### config.mk
export PLATFORM = sky130hd
export DESIGN_NAME = i2s_tx_serializer
export DESIGN_NICKNAME = d
export VERILOG_FILES = /design/src/rtl/i2s_tx_serializer.sv
export SDC_FILE = /design/constraint.sdc
export NUM_CORES = 1
export LEC_CHECK = 0
export ABC_CLOCK_PERIOD_IN_PS = 3600
export CAP_MARGIN = 20
export CORE_MARGIN = 3
export CORE_UTILIZATION = 60
export DETAILED_ROUTE_END_ITERATION = 8
export DONT_BUFFER_PORTS = 1
export PLACE_DENSITY = 0.83
export RECOVER_POWER = 50
export SYNTH_ARGS = -nofsm -noshare
export SYNTH_HDL_FRONTEND = slang
export SYNTH_SLANG_ARGS = --single-unit
### constraint.sdc
create_clock -name bclk -period 3.6 [get_ports bclk]
set_input_delay 0.54 -clock bclk [delete_from_list [all_inputs] [get_ports bclk]]
set_output_delay 0.54 -clock bclk [all_outputs]
set_load 0.02 [all_outputs]
### src/rtl/i2s_tx_serializer.sv
// Stereo I2S/left-justified DAC serializer with a one-pair holding buffer; MSB on dacdat 1 bclk after the slot edge (LJ) or 2 (I2S).
// Backpressure: data_ready drops while a pair is held and rises again once the pair is committed at a left start.
module i2s_tx_serializer #(
    parameter int WIDTH      = 16,
    parameter bit I2S_MODE   = 1'b1,
    parameter bit LEFT_LEVEL = 1'b0
) (
    input  logic             bclk,
    input  logic             reset,
    input  logic             enable,
    input  logic             daclrc,
    input  logic [WIDTH-1:0] left_data,
    input  logic [WIDTH-1:0] right_data,
    input  logic             data_valid,
    output logic             data_ready,
    output logic             dacdat,
    output logic             frame_start,
    output logic             underrun
);

    localparam int BPW = $clog2(WIDTH + 2);
    localparam logic [BPW-1:0] POS_MAX = BPW'(WIDTH + 1);

    logic             lrc_q;
    logic             hold_full_q, hold_full_d;
    logic [WIDTH-1:0] hold_l_q, hold_l_d;
    logic [WIDTH-1:0] hold_r_q, hold_r_d;
    logic [WIDTH-1:0] shift_l_q, shift_l_d;
    logic [WIDTH-1:0] shift_r_q, shift_r_d;
    logic [BPW-1:0]   bitpos_q, bitpos_d;
    logic             armed_q, armed_d;
    logic             dacdat_q, dacdat_d;
    logic             frame_start_q, frame_start_d;
    logic             underrun_q, underrun_d;

    logic             slot_edge;
    logic             in_left;
    logic             left_start;
    logic             xfer;
    logic [BPW-1:0]   pos;
    logic [BPW-1:0]   shamt;
    logic [WIDTH-1:0] active;
    logic [WIDTH-1:0] shifted;
    logic             play;

    always_comb begin
        slot_edge  = daclrc != lrc_q;
        in_left    = daclrc == LEFT_LEVEL;
        left_start = slot_edge & in_left;
        data_ready = enable & ~hold_full_q & ~reset;
        xfer       = data_valid & data_ready;

        hold_full_d   = hold_full_q;
        hold_l_d      = hold_l_q;
        hold_r_d      = hold_r_q;
        shift_l_d     = shift_l_q;
        shift_r_d     = shift_r_q;
        armed_d       = armed_q;
        frame_start_d = 1'b0;
        underrun_d    = 1'b0;

        if (!enable) begin
            hold_full_d = 1'b0;
            armed_d     = 1'b0;
        end else begin
            if (xfer) begin
                hold_l_d    = left_data;
                hold_r_d    = right_data;
                hold_full_d = 1'b1;
            end
            // A held pair blocks data_ready, so xfer and a held commit are exclusive.
            if (left_start) begin
                armed_d = 1'b1;
                if (hold_full_q) begin
                    shift_l_d     = hold_l_q;
                    shift_r_d     = hold_r_q;
                    hold_full_d   = 1'b0;
                    frame_start_d = 1'b1;
                end else if (xfer) begin
                    shift_l_d     = left_data;
                    shift_r_d     = right_data;
                    hold_full_d   = 1'b0;
                    frame_start_d = 1'b1;
                end else begin
                    shift_l_d  = '0;
                    shift_r_d  = '0;
                    underrun_d = 1'b1;
                end
            end
        end
    end

    always_comb begin
        pos      = slot_edge ? '0 : bitpos_q;
        bitpos_d = (pos >= POS_MAX) ? POS_MAX : pos + 1'b1;
        active   = in_left ? shift_l_d : shift_r_d;
        // Shifting by >= WIDTH empties the word, which gives the zero padding past the LSB.
        shamt    = I2S_MODE ? pos - 1'b1 : pos;
        shifted  = active << shamt;
        play     = enable & (armed_q | left_start);
        dacdat_d = 1'b0;
        if (play && !(I2S_MODE && pos == '0)) begin
            dacdat_d = shifted[WIDTH-1];
        end
    end

    always_ff @(posedge bclk) begin
        if (reset) begin
            lrc_q         <= daclrc;
            hold_full_q   <= 1'b0;
            hold_l_q      <= '0;
            hold_r_q      <= '0;
            shift_l_q     <= '0;
            shift_r_q     <= '0;
            bitpos_q      <= POS_MAX;
            armed_q       <= 1'b0;
            dacdat_q      <= 1'b0;
            frame_start_q <= 1'b0;
            underrun_q    <= 1'b0;
        end else begin
            lrc_q         <= daclrc;
            hold_full_q   <= hold_full_d;
            hold_l_q      <= hold_l_d;
            hold_r_q      <= hold_r_d;
            shift_l_q     <= shift_l_d;
            shift_r_q     <= shift_r_d;
            bitpos_q      <= bitpos_d;
            armed_q       <= armed_d;
            dacdat_q      <= dacdat_d;
            frame_start_q <= frame_start_d;
            underrun_q    <= underrun_d;
        end
    end

    assign dacdat      = dacdat_q;
    assign frame_start = frame_start_q;
    assign underrun    = underrun_q;

endmodule
## Yosys cells after proc, flatten, opt, wreduce, memory -nomap -nowiden

Cells that the tools add are included.

- Order comparisons: 1
- Add/subtract/negate cells: 2
- Equality and inequality tests: 1
- Bitwise operators: 12
- Mux-type cells: 17
- Reduce and logical (&&, ||, !) cells: 9
- Shift-type cells: 1

Operators with widths:

| kind | count |
|---|---|
| 16-bit two-way mux | 9 |
| 16-bit by 5-bit << shifter with 16-bit output | 1 |
| 1-bit two-way mux | 7 |
| 1-bit NOT | 6 |
| 2-bit OR reduction | 3 |
| 5-bit by 1-bit adder with 5-bit output (second input constant) | 1 |
| 1-bit AND | 5 |
| 5-bit greater-or-equal comparator (second input constant) | 1 |
| 5-bit logical NOT | 1 |
| 5-bit two-way mux | 1 |
| 5-bit by 1-bit subtractor with 5-bit output (second input constant) | 1 |
| 4-bit OR reduction | 1 |
| 3-bit OR reduction | 1 |
| 2-bit AND reduction | 1 |
| 1-bit logical AND | 1 |
| 1-bit logical NOT | 1 |
| 1-bit != test | 1 |
| 1-bit OR | 1 |

- Input port bits: 37
- Register bits after elaboration: 75
- Word-level logic and storage cells: 54

## Longest topological paths before layout

Gate-level depths: netlist of the first run.

- Depth after elaboration: 10
- Mapped depth: 14
- Gate-level depth less buffers: 11

## Least setup slack after synthesis of the first run

OpenSTA, ideal clock, no wires.

- Path kind: input -> register
- Start point: input port daclrc
- End point: register dacdat_q (netlist: dacdat)
- Data arrival time: 3.151 ns
- Required time: 3.521 ns
- Buffers on the path: 3
- Stages: 13
- Slack: 0.370 ns
- Cell sequence: clkbuf_1 -> inv_1 -> ha_1 -> clkbuf_1 -> nand2_1 -> clkbuf_1 -> ha_1 -> nand2b_1 -> nor2_1 -> a22oi_1 -> nand4_1 -> a211o_1 -> a211oi_2

- Elaborated cells between the ends (all ways): 18
- Classes of those cells: add/sub (1); eq/ne (1); shift (1); mux (6); bitwise (5); reduce/logical (4)

RTL lines:

| element | line | text |
|---|---|---|
| start: declaration | 11 | `input logic daclrc,` |
| 1-bit != test | 47 | `slot_edge = daclrc != lrc_q;` |
| 5-bit two-way mux | 94 | `pos = slot_edge ? '0 : bitpos_q;` |
| 5-bit by 1-bit subtractor with 5-bit output | 98 | `shamt = I2S_MODE ? pos - 1'b1 : pos;` |
| via shamt[0] | 41 | `logic [BPW-1:0] shamt;` |
| 16-bit by 5-bit << shifter with 16-bit output | 99 | `shifted = active << shamt;` |
| end signal: assignment | 129 | `dacdat_q <= dacdat_d;` |
| end: declaration | 32 | `logic dacdat_q, dacdat_d;` |

The timed path passes the listed nets, and every way through them passes these cells.
A chain may end at the register's enable or synchronous reset.

## Worst setup path after layout of the first run

- Start point: register hold_full_q
- End point: register dacdat_q (netlist: dacdat)

- Cells in the longest elaborated chain, start to end: 10
- Elaborated cells between the ends (all ways): 14
- Classes of those cells: shift (1); mux (9); bitwise (4)

Ends and longest elaborated chain:

| element | line | text |
|---|---|---|
| start: declaration | 25 | `logic hold_full_q, hold_full_d;` |
| start signal: assignment | 122 | `hold_full_q <= hold_full_d;` |
| 1-bit NOT | 50 | `data_ready = enable & ~hold_full_q & ~reset;` |
| 1-bit AND (2 in series) | 50 |  |
| 1-bit AND | 51 | `xfer = data_valid & data_ready;` |
| 16-bit two-way mux | 79 | `end else if (xfer) begin` |
| 16-bit two-way mux | 74 | `if (hold_full_q) begin` |
| 16-bit two-way mux | 72 | `if (left_start) begin` |
| 16-bit two-way mux | 62 | `if (!enable) begin` |
| 16-bit two-way mux * | 96 | `active = in_left ? shift_l_d : shift_r_d;` |
| 16-bit by 5-bit << shifter with 16-bit output * | 99 |  |

Mark *: on every way between the ends. The rest lies on a longest branch, timed or not.

==> results by group, run 1 <==
Worst setup path
  • FF-to-FF End: dacdat
  • Worst R2R Path Depth: 7
  • Worst EP arrival: 3.06 ns
  • Critical path required time: 3.88 ns
  • Reg-to-Reg Start: hold_full_q
  • Reg-to-reg slack, setup: 0.82 ns
  • Setup CP Type: reg -> reg
  • Crit path launch type: flop
  • Crit path max fanout: 37
  • Crit end category: flop

Global routing
  • GRT Overall Usage: 26.6%
  • Largest net degree at the start of global routing: 71
  • First-pass GRT wire length: 13200 µm
  • Initial antenna violation count: 0
  • Vias in the first global route: 2844
  • Grt ovf: 0

Clocking
  • Post-CTS Setup Bufs: 0
  • Max Root-Sink Buffers: 2
  • CTS clock-pin slew for the worst setup and hold paths: 0.08 ns
  • Worst skew pair latency: 0.36 ns
  • CTS tree: built
  • CTS root buf: clkbuf_8
  • CTS buffer count: 9
  • H-tree levels: 3
  • Post-CTS sizing: 0
  • CTS Hold Bufs: 0
  • Clock sinks: 75

Run
  • Max-cap violations: 0

STA
  • RSZ-0062 raised after global routing: false
  • Final hold viol count: 0
  • Endpoints failing setup: 0
  • Slew headroom: 7.69%
  • Setup TNS: 0 ns
  • Min Tclk post-route: 2.78 ns
  • Highest clock rate: 360 MHz
  • Fin. max-slew vios: 0
  • Worst Skew: 0.0110 ns
  • Worst-Margin Slew: 1.38 ns
  • Fin crit share: 77.2%

Power and ir drop
  • Switching pwr: 0.446 mW
  • Cell Pwr Density: 471 nW/µm²
  • Int Power: 1.21 mW
  • Logic pwr share: 11.0%
  • Sequential share of power: 52.5%
  • Switch share: 27.0%
  • LEAKAGE: 1.33 nW
  • VDD IR-drop max: 261 µV
  • Power share of the clock group: 36.5%

Cells and area
  • Area of the multi-input gates: 1690 µm²
  • Nets@finish: 429
  • Share of post-route cells with drive strength above 1: 6.89%
  • Register Area: 1500 µm²
  • Area Growth Syn to Fin: 4.20%
  • Fillers: 470
  • Design area: 3510 µm²
  • N_diodes: 0

Drt
  • DR DRC count: 0
  • Vias per inst: 6.39
  • Pre-Repair DR Iteration Count: 5
  • Routed WL per cell: 17.6 µm
  • 1st-iter DRT viols: 233
  • Routed via count: 2952
  • DRT Wirelength: 8130 µm
  • Post-DRT Antenna Nets: 0

Min path
  • Hold Crit Endpoint: lrc_q
  • WHS Path Cells: 0
  • Hold Crit Start: daclrc
  • Worst hold path type: in -> reg

Synth
  • FFs w/ async S/R, synth: 0%
  • EDFF count, synth: 0
  • Syn_area_per_cell: 8.29 µm²
  • Sequential-to-total area share from yosys stat: 44.6%
  • Synth Register Bits: 75
  • Syn Inst Count: 406
  • Syn nets: 448
  • Synth Cell Area: 3370 µm²
  • Warnings from Yosys: 0
  • Synth Flop Type: dfxtp_1
  • Synth cell types: 50

Run status
  • Status: finished clean

Place
  • Detailed Place HPWL: 5260 µm
  • IO Port Bufs: 0
  • Area post-placement: 3330 µm²
  • GP Congestion: 0.891

Floorplanning
  • Num ports: 41
  • Initial Util: 63.9%
  • Die ar.: 6550 µm²
  • Die Span X: 80.9 µm
  • Core area: 5270 µm²
  • Std cell rows: 26
  • Die height: 80.9 µm
-- cell type report --
class,count,share of cell area (%)
Multi-Input combinational cell,292,48.1
Clock buffer,12,4.42
Clock inverter,4,0.713
Sequential cell,75,42.8
Inverter,3,0.321
Timing Repair Buffer,6,1.18
Tap cell,70,2.50
-- power by group through the flow --
stage                     registers [mW]  logic, mW  clock network [mW]
final                              0.866      0.182               0.602
after floorplan                    0.881      0.158                   0
after detailed placement           0.885      0.180                   0
after CTS                          0.866      0.180               0.602
after global routing               0.869      0.201               0.639
after global placement             0.885      0.173                   0
-- kinds of logic after synthesis --
| kind of cell | count (synthesis) | synth area share, % |
|---|---|---|
| simple gates | 186 | 25.8 |
| compound gates | 91 | 19.6 |
| flops | 75 | 44.6 |
| buf+inv | 39 | 5.31 |
| xor+xnor | 5 | 1.30 |
| mux | 5 | 1.60 |
| fa+ha+maj | 5 | 1.86 |
-- per-stage QoR --
| step | cells | hold WS, ns | utilization, % | setup WS (ns) | power [mW] |
|---|---|---|---|---|---|
| finish | 462 | 0.209 | 66.6 | 0.819 | 1.65 |
| global route | 462 | 0.203 | 66.6 | 0.524 | 1.71 |
| CTS | 462 | 0.204 | 66.6 | 0.886 | 1.65 |
| detailed placement | 446 | 0.437 | 63.2 | 0.587 | 1.06 |
| global placement | 446 | 0.432 | 63.2 | 0.675 | 1.06 |
| floorplan | 406 | 0.427 | - | 0.370 | 1.04 |
-- flip-flops by register name, indices dropped and copies added, names as in the netlist --
| signal | count |
|---|---|
| shift_l_q | 16 |
| hold_full_q | 1 |
| frame_start | 1 |
| armed_q | 1 |
| hold_l_q | 16 |
| hold_r_q | 16 |
| bitpos_q | 5 |
| shift_r_q | 16 |
| dacdat | 1 |
| lrc_q | 1 |
| underrun | 1 |
-- metal layers --
metal  up-vias  track usage, %  wire (µm)
met5         -               0          0
met4         0            14.9        245
met3        24            6.65        597
met2       108            42.9       3810
met1      1411            32.2       3480
li1       1409               -          -
-- cell usage in the layout, fill, tap and decap left out, types with 2 or more instances in the layout --
master,synthesis,final
a221oi_1,22,22
nand2_1,78,78
dfxtp_1,75,75
clkbuf_1,29,2
mux2_2,2,2
clkinvlp_4,0,2
nand4_1,4,4
o21ai_0,4,4
a221o_1,3,3
ha_1,5,5
and4_1,2,2
a31oi_1,3,3
nand3_1,13,13
buf_4,2,5
mux2i_1,2,2
nand2b_1,3,3
clkbuf_8,0,11
inv_1,3,3
xnor2_1,4,4
nor2b_1,2,2
and2_1,4,4
clkinv_2,0,2
a221oi_2,3,3
nor2_1,38,38
and3_1,29,29
a22oi_1,2,2
nor3_1,7,7
a21oi_1,39,39
-- synthesized netlist by cell type, drive strengths merged, types with 2 or more instances --
cell	n	area share [%]
inv	3	0.33
clkbuf	29	3.2
and4	2	0.52
buf	7	1.7
and3	29	5.4
nor2	38	4.2
a21oi	39	5.8
nor3	7	1.0
and2	4	0.74
nor2b	2	0.37
nand2b	3	0.56
nand2	78	8.7
ha	5	1.9
o21ai	4	0.59
a221o	3	0.89
dfxtp	75	45
nand3	13	1.9
xnor2	4	1.0
nand4	4	0.74
a31oi	3	0.56
mux2	3	1.0
a211oi	2	0.59
mux2i	2	0.59
a221oi	25	7.1
a22oi	2	0.45
-- worst max path at each step --
stage	start	endpoint	slack (ns)	cells past startpoint
after floorplan	daclrc	dacdat	0.37	13
after global placement	daclrc	dacdat	0.67	10
after detailed placement	daclrc	dacdat	0.59	10
after CTS	lrc_q	dacdat	0.89	9
after global routing	hold_full_q	hold_r_q[7]	0.52	4
final	hold_full_q	dacdat	0.82	7
-- worst max-delay path, stage by stage, from the launching register on --
cell and delay, ns:
dfxtp_1 0.33, clkbuf_1 1.00, and3_1 0.30, a221oi_1 0.07, mux2_2 0.33, o311ai_1 0.35, a311oi_2 0.08, a211oi_2 0.23
Note: power is estimated with default switching activity, not from simulation.
==> run 2, diff against run 1 <==
--- a/config.mk
+++ b/config.mk
@@ -5,7 +5,7 @@
 export SDC_FILE = /design/constraint.sdc
 export NUM_CORES = 1
 export LEC_CHECK = 0
-export ABC_CLOCK_PERIOD_IN_PS = 3600
+export ABC_CLOCK_PERIOD_IN_PS = 2600
 export CAP_MARGIN = 20
 export CORE_MARGIN = 3
 export CORE_UTILIZATION = 60
==> constraint.sdc (replaced) <==
create_clock -name bclk -period 2.6 [get_ports bclk]
set_input_delay 0.39 -clock bclk [delete_from_list [all_inputs] [get_ports bclk]]
set_output_delay 0.39 -clock bclk [all_outputs]
set_load 0.02 [all_outputs]
==> results by group, run 2 (same netlist as run 1, synthesis figures left out) <==
Drt
  • Routed via count: 2898
  • DR DRC count: 0
  • 1st-iter DRT viols: 209
  • Routed WL per cell: 16.8 µm
  • DRT Wirelength: 7890 µm
  • Pre-Repair DR Iteration Count: 5
  • Vias per inst: 6.18
  • Post-DRT Antenna Nets: 0

Clocking
  • Post-CTS Setup Bufs: 0
  • CTS clock-pin slew for the worst setup and hold paths: 0.08 ns
  • CTS buffer count: 9
  • Worst skew pair latency: 0.36 ns
  • Clock sinks: 75
  • H-tree levels: 3
  • CTS root buf: clkbuf_8
  • CTS tree: built
  • CTS Hold Bufs: 0
  • Max Root-Sink Buffers: 2
  • Post-CTS sizing: 0

STA
  • RSZ-0062 raised after global routing: false
  • Final hold viol count: 0
  • Highest clock rate: 422 MHz
  • Slew headroom: 27.6%
  • Worst-Margin Slew: 1.09 ns
  • Fin. max-slew vios: 0
  • Fin crit share: 91.2%
  • Worst Skew: 0.00626 ns
  • Setup TNS: 0 ns
  • Endpoints failing setup: 0
  • Min Tclk post-route: 2.37 ns

Cells and area
  • N_diodes: 0
  • Post-layout util: 68.0%
  • Nets@finish: 436
  • Commonest non-fill, non-tap cell in the layout: nand2_1
  • Area Growth Syn to Fin: 6.43%
  • Most frequent cells in the layout: 77 x nand2_1, 75 x dfxtp_1, 39 x a21oi_1
  • Share of post-route cells with drive strength above 1: 8.77%

Floorplanning
  • Std cell rows: 26
  • Core area: 5270 µm²
  • Die ar.: 6550 µm²
  • Initial Util: 63.9%
  • Die Span X: 80.9 µm
  • Num ports: 41
  • Die height: 80.9 µm

Worst setup path
  • Crit end category: flop
  • Critical Path Stages: 8
  • Setup CP Type: reg -> reg
  • CP max stage delay: 0.33 ns
  • Slowest CP cell: clkbuf_1
  • Critical path required time: 2.88 ns
  • Worst EP arrival: 2.65 ns
  • Critical path's top delay family: compound AO/OA/AOI/OAI gates
  • Worst R2R Path Depth: 8
  • Crit path launch type: flop
  • CP Cell Sequence: and4bb_1 > and2_1 > clkbuf_1 > a221oi_1 > mux2_2 > o311ai_1 > a311oi_2 > a211oi_2
  • Crit path max fanout: 7
  • Buf/Inv on CP: 1

Place
  • IO Port Bufs: 0
  • GP Congestion: 0.873
  • Detailed Place HPWL: 5300 µm

Power and ir drop
  • Switch share: 26.2%
  • VDD IR-drop max: 497 µV
  • Int Power: 1.76 mW
  • Total Power: 2.38 mW
  • LEAKAGE: 1.36 nW
  • Switching pwr: 0.624 mW
  • Sequential share of power: 50.4%
  • Power share of the clock group: 38.2%
  • Cell Pwr Density: 665 nW/µm²
  • Logic pwr share: 11.5%

Global routing
  • Vias in the first global route: 2791
  • GRT Overall Usage: 26.2%
  • Initial antenna violation count: 0
  • Grt ovf: 0
  • Largest net degree at the start of global routing: 71
  • First-pass GRT wire length: 13200 µm

Min path
  • WHS Path Cells: 0
  • Worst hold path type: in -> reg

Run status
  • Status: finished clean

Run
  • Max-cap violations: 0
==> run 2: cell count changes in the layout (fill, tap and decap cells not counted), sizes merged <==
cell      delta
buf          +6
bufinv       +1
clkbuf       -1
clkinv       -1
clkinvlp     +2
==> run 2: per-layer routing <==
metal  track usage, %  wire (µm)  vias up
li1                 -          -     1424
met1             32.1       3400     1359
met2             42.8       3800       99
met3             8.65        551       16
met4             10.1        136        0
met5                0          0        -
==> run 2: worst paths after layout <==
| check | from | endpoint | slack (ns) |
|---|---|---|---|
| worst max-delay path | hold_full_q | dacdat | 0.23 |
| worst min-delay path | daclrc | lrc_q | 0.06 |
| worst max register to register | hold_full_q | dacdat | 0.23 |
| worst min register to register | hold_r_q[11] | hold_r_q[11] | 0.45 |
==> run 2: through the flow <==
stage	cells	setup WS [ns]	hold WS [ns]	cell area, µm²
final	469	0.228	0.0552	3580
after floorplan	406	0.0120	0.418	3400
after detailed placement	453	0.204	0.420	3400
after CTS	469	0.359	0.0431	3600
after global routing	469	0.0938	0.0311	3580
after global placement	453	0.235	0.420	3400
==> run 2: area by class of cell <==
type / instances / area [µm²]
Clock buffer: 10 / 138
Timing Repair Buffer: 13 / 91.3
Clock inverter: 6 / 65.1
Tap cell: 70 / 87.6
Fill cell: 455 / 1690
Multi-Input combinational cell: 292 / 1690
Inverter: 3 / 11.3
Sequential cell: 75 / 1500
==> run 2: power by group through the flow <==
stage	clock, mW	sequential (mW)	combinational (mW)
floorplan	0	1.22	0.231
global placement	0	1.23	0.261
detailed placement	0	1.23	0.270
CTS	0.924	1.20	0.272
global route	0.975	1.20	0.303
finish	0.909	1.20	0.273
